### src/rtl/adc_arb_pkg.sv
// Shared definitions for the ADC readout arbiter: FSM state encoding,
// channel count and one-hot grant constants.
package adc_arb_pkg;

   localparam int N_CHAN = 2;

   // Encoding is visible on OUT_State, so the values are fixed.
   typedef enum logic [1:0] {
      S_IDLE    = 2'b00,
      S_SETTLE  = 2'b01,
      S_CONVERT = 2'b10,
      S_DONE    = 2'b11
   } state_t;

   localparam logic [N_CHAN-1:0] GNT_NONE = 2'b00;
   localparam logic [N_CHAN-1:0] GNT_CH0  = 2'b01;
   localparam logic [N_CHAN-1:0] GNT_CH1  = 2'b10;

endpackage

### src/rtl/adc_arb_picker.sv
// Combinational arbitration for the two readout channels.
// Build option: ADC_ARB_FIXED_PRIO_EN selects fixed priority (channel 0
// always wins, last-served pointer ignored); default is round-robin.
module adc_arb_picker
   import adc_arb_pkg::*;
(
   input  logic [N_CHAN-1:0] req_i,
   input  logic              last_served_i,  // 1: channel 1 was served last
   output logic [N_CHAN-1:0] winner_o
);

`ifdef ADC_ARB_FIXED_PRIO_EN
   // Pointer has no meaning with fixed priority.
   logic unused_last_served;
   assign unused_last_served = last_served_i;

   // Channel 0 always wins when both are requesting.
   always_comb begin
      winner_o = GNT_NONE;
      if (req_i[0]) begin
         winner_o = GNT_CH0;
      end else if (req_i[1]) begin
         winner_o = GNT_CH1;
      end
   end
`else
   // Round-robin: a lone requester wins, contention goes to the channel
   // that was not served last.
   always_comb begin
      winner_o = GNT_NONE;
      unique case (req_i)
         2'b01:   winner_o = GNT_CH0;
         2'b10:   winner_o = GNT_CH1;
         2'b11:   winner_o = last_served_i ? GNT_CH0 : GNT_CH1;
         default: winner_o = GNT_NONE;
      endcase
   end
`endif

endmodule

### src/rtl/adc_readout_arbiter.sv
// Shares one ADC between two pixel-row readout channels. A granted row is
// held through a settle window, the ADC is started with a one-cycle pulse,
// the result (or a timeout) is captured and returned with a per-channel ack.
// Build option: ADC_ARB_FIXED_PRIO_EN (see adc_arb_picker).
//
// Handshake: IN_Req[c] is a level held until OUT_Ack[c] pulses for one
// cycle; the requester drops it the cycle after. A request still high in
// IDLE counts as a new request. Withdrawing a request mid-transaction does
// not abort it. OUT_Data is valid while OUT_Ack != 0 and held otherwise.
module adc_readout_arbiter
   import adc_arb_pkg::*;
#(
   parameter int DATA_W         = 8,
   parameter int SETTLE_CYCLES  = 2,
   parameter int TIMEOUT_CYCLES = 15
) (
   input  logic              IN_Clock,
   input  logic              IN_Reset,
   input  logic [N_CHAN-1:0] IN_Req,
   input  logic              IN_ADC_Ready,
   input  logic [DATA_W-1:0] IN_ADC_Data,
   output logic [N_CHAN-1:0] OUT_Grant,
   output logic              OUT_ADC_Start,
   output logic [N_CHAN-1:0] OUT_Ack,
   output logic [DATA_W-1:0] OUT_Data,
   output logic              OUT_Timeout,
   output logic [1:0]        OUT_State
);

   localparam int SET_W = $clog2(SETTLE_CYCLES + 1);
   localparam int TMO_W = $clog2(TIMEOUT_CYCLES + 1);

   // Settle counter runs 0..SETTLE_CYCLES-1, one value per settle cycle.
   localparam logic [SET_W-1:0] SET_LAST = SET_W'(SETTLE_CYCLES - 1);
   // Timeout counter is 0 in the start cycle, then k in post-start cycle k.
   localparam logic [TMO_W-1:0] TMO_LAST = TMO_W'(TIMEOUT_CYCLES);
   localparam logic [TMO_W-1:0] TMO_ONE  = TMO_W'(1);

   state_t              state_q, state_d;
   logic [N_CHAN-1:0]   grant_q, grant_d;
   logic [SET_W-1:0]    set_cnt_q, set_cnt_d;
   logic [TMO_W-1:0]    tmo_cnt_q, tmo_cnt_d;
   logic [DATA_W-1:0]   data_q, data_d;
   logic                tmo_flag_q, tmo_flag_d;
   logic                last_q, last_d;
   logic [N_CHAN-1:0]   pick;

   adc_arb_picker u_picker (
      .req_i         (IN_Req),
      .last_served_i (last_q),
      .winner_o      (pick)
   );

   // State and datapath registers; reset drops the grant immediately.
   always_ff @(posedge IN_Clock or negedge IN_Reset) begin
      if (!IN_Reset) begin
         state_q    <= S_IDLE;
         grant_q    <= GNT_NONE;
         set_cnt_q  <= '0;
         tmo_cnt_q  <= '0;
         data_q     <= '0;
         tmo_flag_q <= 1'b0;
         last_q     <= 1'b1;   // channel 0 wins the first contention
      end else begin
         state_q    <= state_d;
         grant_q    <= grant_d;
         set_cnt_q  <= set_cnt_d;
         tmo_cnt_q  <= tmo_cnt_d;
         data_q     <= data_d;
         tmo_flag_q <= tmo_flag_d;
         last_q     <= last_d;
      end
   end

   // Next-state logic and the strobe outputs decoded from the current state.
   always_comb begin
      state_d       = state_q;
      grant_d       = grant_q;
      set_cnt_d     = set_cnt_q;
      tmo_cnt_d     = tmo_cnt_q;
      data_d        = data_q;
      tmo_flag_d    = tmo_flag_q;
      last_d        = last_q;
      OUT_ADC_Start = 1'b0;
      OUT_Ack       = GNT_NONE;
      OUT_Timeout   = 1'b0;

      unique case (state_q)
         S_IDLE: begin
            if (IN_Req != GNT_NONE) begin
               grant_d   = pick;
               set_cnt_d = '0;
               state_d   = S_SETTLE;
            end
         end

         S_SETTLE: begin
            if (set_cnt_q == SET_LAST) begin
               tmo_cnt_d  = '0;
               tmo_flag_d = 1'b0;
               state_d    = S_CONVERT;
            end else begin
               set_cnt_d = set_cnt_q + 1'b1;
            end
         end

         S_CONVERT: begin
            if (tmo_cnt_q == '0) begin
               // Start cycle: Ready from a previous conversion is ignored.
               OUT_ADC_Start = 1'b1;
               tmo_cnt_d     = TMO_ONE;
            end else if (IN_ADC_Ready) begin
               data_d  = IN_ADC_Data;
               state_d = S_DONE;
            end else if (tmo_cnt_q == TMO_LAST) begin
               data_d     = '0;
               tmo_flag_d = 1'b1;
               state_d    = S_DONE;
            end else begin
               tmo_cnt_d = tmo_cnt_q + 1'b1;
            end
         end

         S_DONE: begin
            OUT_Ack     = grant_q;
            OUT_Timeout = tmo_flag_q;
            last_d      = grant_q[1];
            grant_d     = GNT_NONE;
            set_cnt_d   = '0;
            tmo_cnt_d   = '0;
            state_d     = S_IDLE;
         end

         default: begin
            grant_d = GNT_NONE;
            state_d = S_IDLE;
         end
      endcase
   end

   assign OUT_Grant = grant_q;
   assign OUT_Data  = data_q;
   assign OUT_State = state_q;

endmodule
### config.mk
export PLATFORM = sky130hd
export DESIGN_NAME = adc_readout_arbiter
export DESIGN_NICKNAME = d
export VERILOG_FILES = /design/src/rtl/adc_arb_pkg.sv /design/src/rtl/adc_arb_picker.sv /design/src/rtl/adc_readout_arbiter.sv
export SDC_FILE = /design/constraint.sdc
export NUM_CORES = 1
export LEC_CHECK = 0
export ABC_AREA = 0
export BUFFER_PORTS_ARGS = -buffer_cell sky130_fd_sc_hd__buf_2
export CORE_MARGIN = 2
export CORE_UTILIZATION = 51
export DETAILED_ROUTE_END_ITERATION = 7
export PLACE_DENSITY = 0.84
export SLEW_MARGIN = 0
export SYNTH_ARGS = -nofsm -noshare
export SYNTH_HDL_FRONTEND = slang
export SYNTH_SLANG_ARGS = --single-unit
### constraint.sdc
create_clock -name IN_Clock -period 1.8 [get_ports IN_Clock]
set_input_delay 0.27 -clock IN_Clock [delete_from_list [all_inputs] [get_ports IN_Clock]]
set_output_delay 0.27 -clock IN_Clock [all_outputs]
set_load 0.005 [all_outputs]
Word-level counts from Yosys, hierarchy flattened
Cells that the tools add are included.
{ "op_classes": {"n_addsub": 2, "n_mul": 0, "n_div": 0, "magnitude_cmp": 0, "eq_ne": 17, "n_shift": 0, "muxes": 29, "bitwise": 1, "n_reduce_logical": 14} }
{ "ops": {"columns": ["cell", "count"], "rows": [
  ["$mux W2", 10],
  ["$mux W4", 4],
  ["$mux W8", 2],
  ["$ne A2 B2 Y1 const B", 6],
  ["$pmux W2 S3", 2],
  ["$pmux W4 S3", 1],
  ["$ne A3 B3 Y1 const B", 3],
  ["$eq A2 B2 Y1 const B", 4],
  ["$pmux W2 S4", 1],
  ["$reduce_and A4 Y1", 2],
  ["$reduce_bool A2 Y1", 4],
  ["$mux W1", 7],
  ["$eq A2 B1 Y1 const B", 3],
  ["$reduce_and A3 Y1", 2],
  ["$reduce_bool A3 Y1", 2],
  ["$reduce_and A5 Y1", 1],
  ["$add A4 B1 Y4 const B", 1],
  ["$eq A4 B4 Y1 const B", 1],
  ["$logic_not A4 Y1", 1],
  ["$pmux W2 S2", 1],
  ["$add A2 B1 Y2 const B", 1],
  ["$logic_not A2 Y1", 1],
  ["$pmux W1 S2", 1],
  ["$reduce_and A2 Y1", 1],
  ["$not A1 Y1", 1]
]} }
{ "word_totals": {"register_bits": 20, "latch_bits": 0, "mem_bits_rw": 0, "romBits": 0, "in_bits": 13, "output_inout_bits": 16, "elab_cells": 70, "memories": 0} }

Depth between registers and ports, before layout
{ "logic_depth": {"depth_word": 5, "mapped_depth": 7, "depth_no_buf": 6} }

Hierarchy
A second synthesis with hierarchy kept.
{ "hier_totals": {"cells_unflattened": 110, "hier_area_um2": 1152.4} }
{ "modules_own_cells": {"columns": ["module", "n_inst", "cells_each", "area_per_inst_um2", "seq_area_each_um2"], "rows": [
  ["adc_readout_arbiter", 1, 107, 1133.6, 501.7],
  ["adc_arb_picker", 1, 3, 18.8, 0.0]
]} }

Least setup slack after synthesis
Ideal clock, no wire load.
{ "synth_timing": {"path_type": "register to register", "from": "register tmo_cnt_q[0]", "to": "register state_q[1] (netlist: OUT_State[1])", "setup_ns": 0.125, "t_arrival_ns": 1.498, "t_required_ns": 1.675, "slack_ns": 0.176, "stages_incl_launch_ff": 7, "path_buffers": 0, "synth_period_minus_slack_ns": 1.624, "path_cell_list": "dfrtp_1 -> inv_1 -> ha_1 -> nand2b_4 -> and2_4 -> o311a_4 -> mux2_4"} }
{ "synth_via": {"elab_chain_len": 3, "word_cells_on_any_way": 5, "cone_classes": "3 x eq/ne; 2 x reduce/logical"} }
{ "synth_rtl": {"columns": ["item", "line_no", "text"], "rows": [
  ["start, declared", "adc_readout_arbiter.sv:42", "logic [TMO_W-1:0] tmo_cnt_q, tmo_cnt_d;"],
  ["start signal, assigned", "adc_readout_arbiter.sv:68", "tmo_cnt_q <= tmo_cnt_d;"],
  ["$eq A4 B4 Y1 or $logic_not A4 Y1 (tied branches)", "adc_readout_arbiter.sv:115, adc_readout_arbiter.sv:108", null],
  ["$ne A3 B3 Y1 (no source line) or $ne A2 B2 Y1 (tied branches)", null, null],
  ["$reduce_and A4 Y1 (no source line) *", null, null],
  ["end signal, assigned", "adc_readout_arbiter.sv:65", "state_q <= state_d;"],
  ["end, declared", "adc_readout_arbiter.sv:39", "state_t state_q, state_d;"]
]} }
Every way passes the cells marked *; elsewhere a longest branch is shown, timed or not.
A chain may end at the register's enable or synchronous reset.

Final worst setup path
Ends and elaborated chain as after synthesis.

==> results <==
- In the global route stage, met3 resource usage came out at 0.0380.
- The global routing stage identified its most utilized layer as met2.
- Setup repair after global routing left no endpoint under its margin.
- Yosys printed 0 warnings.
- The total congestion overflow after global routing is 0.
- The leakage power summed over all cells is 0.727 nW.
- The clock tree root buffer cell is clkbuf_4.
- The placed wire-length estimate is about 1.9 mm.
- 29 I/O pins were placed.
- The width of the die is 51.2 um.
- The number of antenna violations at the first check in global routing was 0.
- For this run, global-route usage on met1 was measured as 0.258.
- The arrival time of the worst setup path is between 1.5 and 2 ns.
- The worst setup path is captured at a flip-flop.
- For the pin with the worst max-slew slack, the measured transition is about 0.46 ns.
- The CTS sink count is 20.
- The final-layout setup total negative slack is 0 ns.
- Counting tap cells, the placed design contains a total of between 150 and 200 instances.
- The biggest area contributor in the post-synthesis netlist is dfrtp_1.
- The number of setup violations in the final report is 0.
- Each instance of the synthesized netlist takes up on average around 10 um2.
- The data required time of the critical path is 2.00 ns.
- The via count of the first global-routing pass is about 1000.
- The worst clock skew is slightly above 0.004 ns.
- The most used standard cell by instance count after synthesis is dfrtp_1.
- Headroom to the max-slew limit came out at 0.696.
- The area inside the core boundary is about 0.0021 mm2.
- The total via count after detailed routing is about 1000.
- The highest achievable clock rate is between 0.5 and 0.6 GHz.
- TritonCTS built the clock tree.
- The max-cap violation count is 0.
- The final period utilization is 0.973.
- Sorting the synthesized cells by area gives the leading types as dfrtp_1 42%, ha_1 9.9%, a22o_1 8.5%.
- The count of final max-slew check failures is 0.
- In the synthesized netlist the dominant register cell turns out to be dfrtp_1.
- CTS built an H-tree with a depth of 1.
- The routed design could run at a clock period as short as ~1.8 ns.
- The flow ran to the end, and the final reports show no timing, DRC or antenna violations.
- The global routing usage on met2 is 0.387.
- The overall die height is 51.2 um.
- The post-synthesis net count is approximately 130.
- The detailed-route wire length is 2.71 mm.
- In the final layout, the multi-input gates occupy about 630 um2.
- In the final routed layout, each cell accounts on average for around 15 um.
- The final layout contains approximately 170 nets.
- The post-synthesis register bit count is 20.
- The top-area cell type share of the netlist area is 0.419.
- Counting the buffers created by CTS gives 3.
- Entering global routing, the biggest net connects 21 pins.
- The floorplan step defined a die boundary enclosing 0.00262 mm2.
- The minimum hold slack is 0.178 ns.
- The post-synthesis async set-or-reset flop share is 1.00.
- The maximum VDD drop is just over 1 mV.
- The netlist uses 35 different library cells.
- The first detailed-routing pass took 6 iterations.
- The non-filler instance count after layout is 176.
- In the final layout, the share of cells above drive strength 1 is 0.419.
- The count of input and output buffers is 28.
- In this run the core area contains 17 standard-cell rows.
- The type of element launching the critical path is a flip-flop.
- The synthesized netlist cell count is approximately 110.
- The type of the worst setup path is flip-flop to flip-flop.
- The DRC violation count after routing is 0.
- In this run the worst hold path is classified as primary input to flip-flop.
- The count of filler cells inserted in the layout is between 150 and 200.
- The register area is roughly 500 um2.
- Clock-pin slew was measured on the worst setup and hold paths at 0.12 ns.
- The hold violation total from the final report was 0.
- The placer congestion estimate is around 0.75.
- The area growth from synthesis to final layout is 28.9%.
- The first routing iteration left 26 violations.
- The insertion delay of the later-clocked pin in the worst-skew pair is 0.30 ns.
- The netlist area before placement is roughly 0.0011 mm2.
- The post-route antenna net violation count is 0.
- The number of antenna diodes in the final layout is 0.
- The initial standard-cell utilization of the core is 0.528.
- In the synthesized netlist, the cells that appear most often are 19 x dfrtp_1, 11 x a22o_1, 9 x ha_1, 9 x inv_1, 9 x nand2_1.
- The first global-routing pass estimated 4.30 mm of wire.
- After detailed routing, the number of vias per cell comes to about 5.7.
- The peak fanout along the critical path is 4.
- For this run, the register share of the synthesized area comes to 0.442.
- The power density of the placed cells is ~1700 mW/mm2.
- The total global routing track utilization is 0.222.
- The clock passes through at most 2 buffers.
- The count of flip-flops with a built-in enable after synthesis is 0.
## worst max-delay path, stage by stage, from the launching register on
cell,delay (ns)
dfrtp_2,0.45
buf_4,0.14
ha_2,0.22
a21oi_2,0.13
nor2b_1,0.08
o311a_4,0.33
mux2_4,0.30
## kinds of logic (layout without fill, tap and decap cells)
group,count (synthesis),in the layout,share of synthesized area
adders and majority gates,9,9,0.0992
DFF,20,20,0.442
and+or+nand+nor,38,38,0.184
muxes,5,5,0.0507
buffers and inverters,11,50,0.0375
AOI/OAI and AO/OA,26,26,0.186
## report_power, final
part	internal [mW]	switching, mW	total, mW	leakage, nW
Sequential	0.636	0.136	0.772	0.253
Combinational	0.717	0.629	1.35	0.445
Clock	0.225	0.147	0.372	0.0279
Total	1.58	0.912	2.49	0.727
## stage by stage
stage	cell area, um2	utilization	setup WS [ns]	power (mW)
finish	1460	0.681	0.0495	2.49
global route	1460	0.681	0.00625	2.67
CTS	1430	0.666	0.0198	2.43
detailed placement	1330	0.620	0.0494	1.98
global placement	1330	0.620	0.139	1.91
floorplan	1130	-	0.176	1.57
## final timing paths
| kind | cells past startpoint | slack (ns) | to | start |
|---|---|---|---|---|
| max in group asynchronous | 2 | 1.03 | last_q | IN_Reset |
| max reg2reg | 6 | 0.05 | OUT_State[1] | tmo_cnt_q[0] |
| min in group asynchronous | 2 | 0.43 | OUT_Data[4] | IN_Reset |
| min | 2 | 0.18 | OUT_Data[4] | IN_ADC_Data[4] |
| min reg2reg | 1 | 0.51 | OUT_Data[5] | OUT_Data[5] |
| max | 6 | 0.05 | OUT_State[1] | tmo_cnt_q[0] |
## routing by layer
layer	part of all wire	up-vias
met2	0.49	41
met3	0.057	12
li1	-	466
met5	0	-
met1	0.43	483
met4	0.028	0
## registers in the layout, summed over array words and instances, names as in the netlist
signal      flops
tmo_flag_q      1
last_q          1
set_cnt_q       2
tmo_cnt_q       4
OUT_Data        8
OUT_State       2
OUT_Grant       2
## layout make-up
type	count	share of cell area
clock buffer	3	0.0154
clock inverter	1	0.0205
inverter	9	0.0231
multi-input combinational	78	0.429
sequential	20	0.345
tap	28	0.0240
timing repair buffer	37	0.144
## cell usage in the layout (no fill, tap or decap), types with 3 or more instances in the layout
master / n
dfrtp_1: 17
clkbuf_4: 3
nor2b_1: 3
nor2_1: 4
nand2b_1: 3
and2_1: 3
buf_4: 8
buf_2: 28
ha_1: 6
nand2_1: 9
inv_2: 3
o21ai_0: 3
inv_1: 6
nand3_1: 3
a22o_1: 11
## repair_timing
| action | in CTS | in global routing |
|---|---|---|
| gates resized for setup | 5 | 9 |
| endpoints found under the setup margin | 1 | 14 |
| setup buffers | 3 | 1 |
| hold buffers | 1 | 0 |
| pin swaps | 2 | 0 |
| hold endpoints to repair | 19 | 0 |
Power figures use the tool's default switching activity.
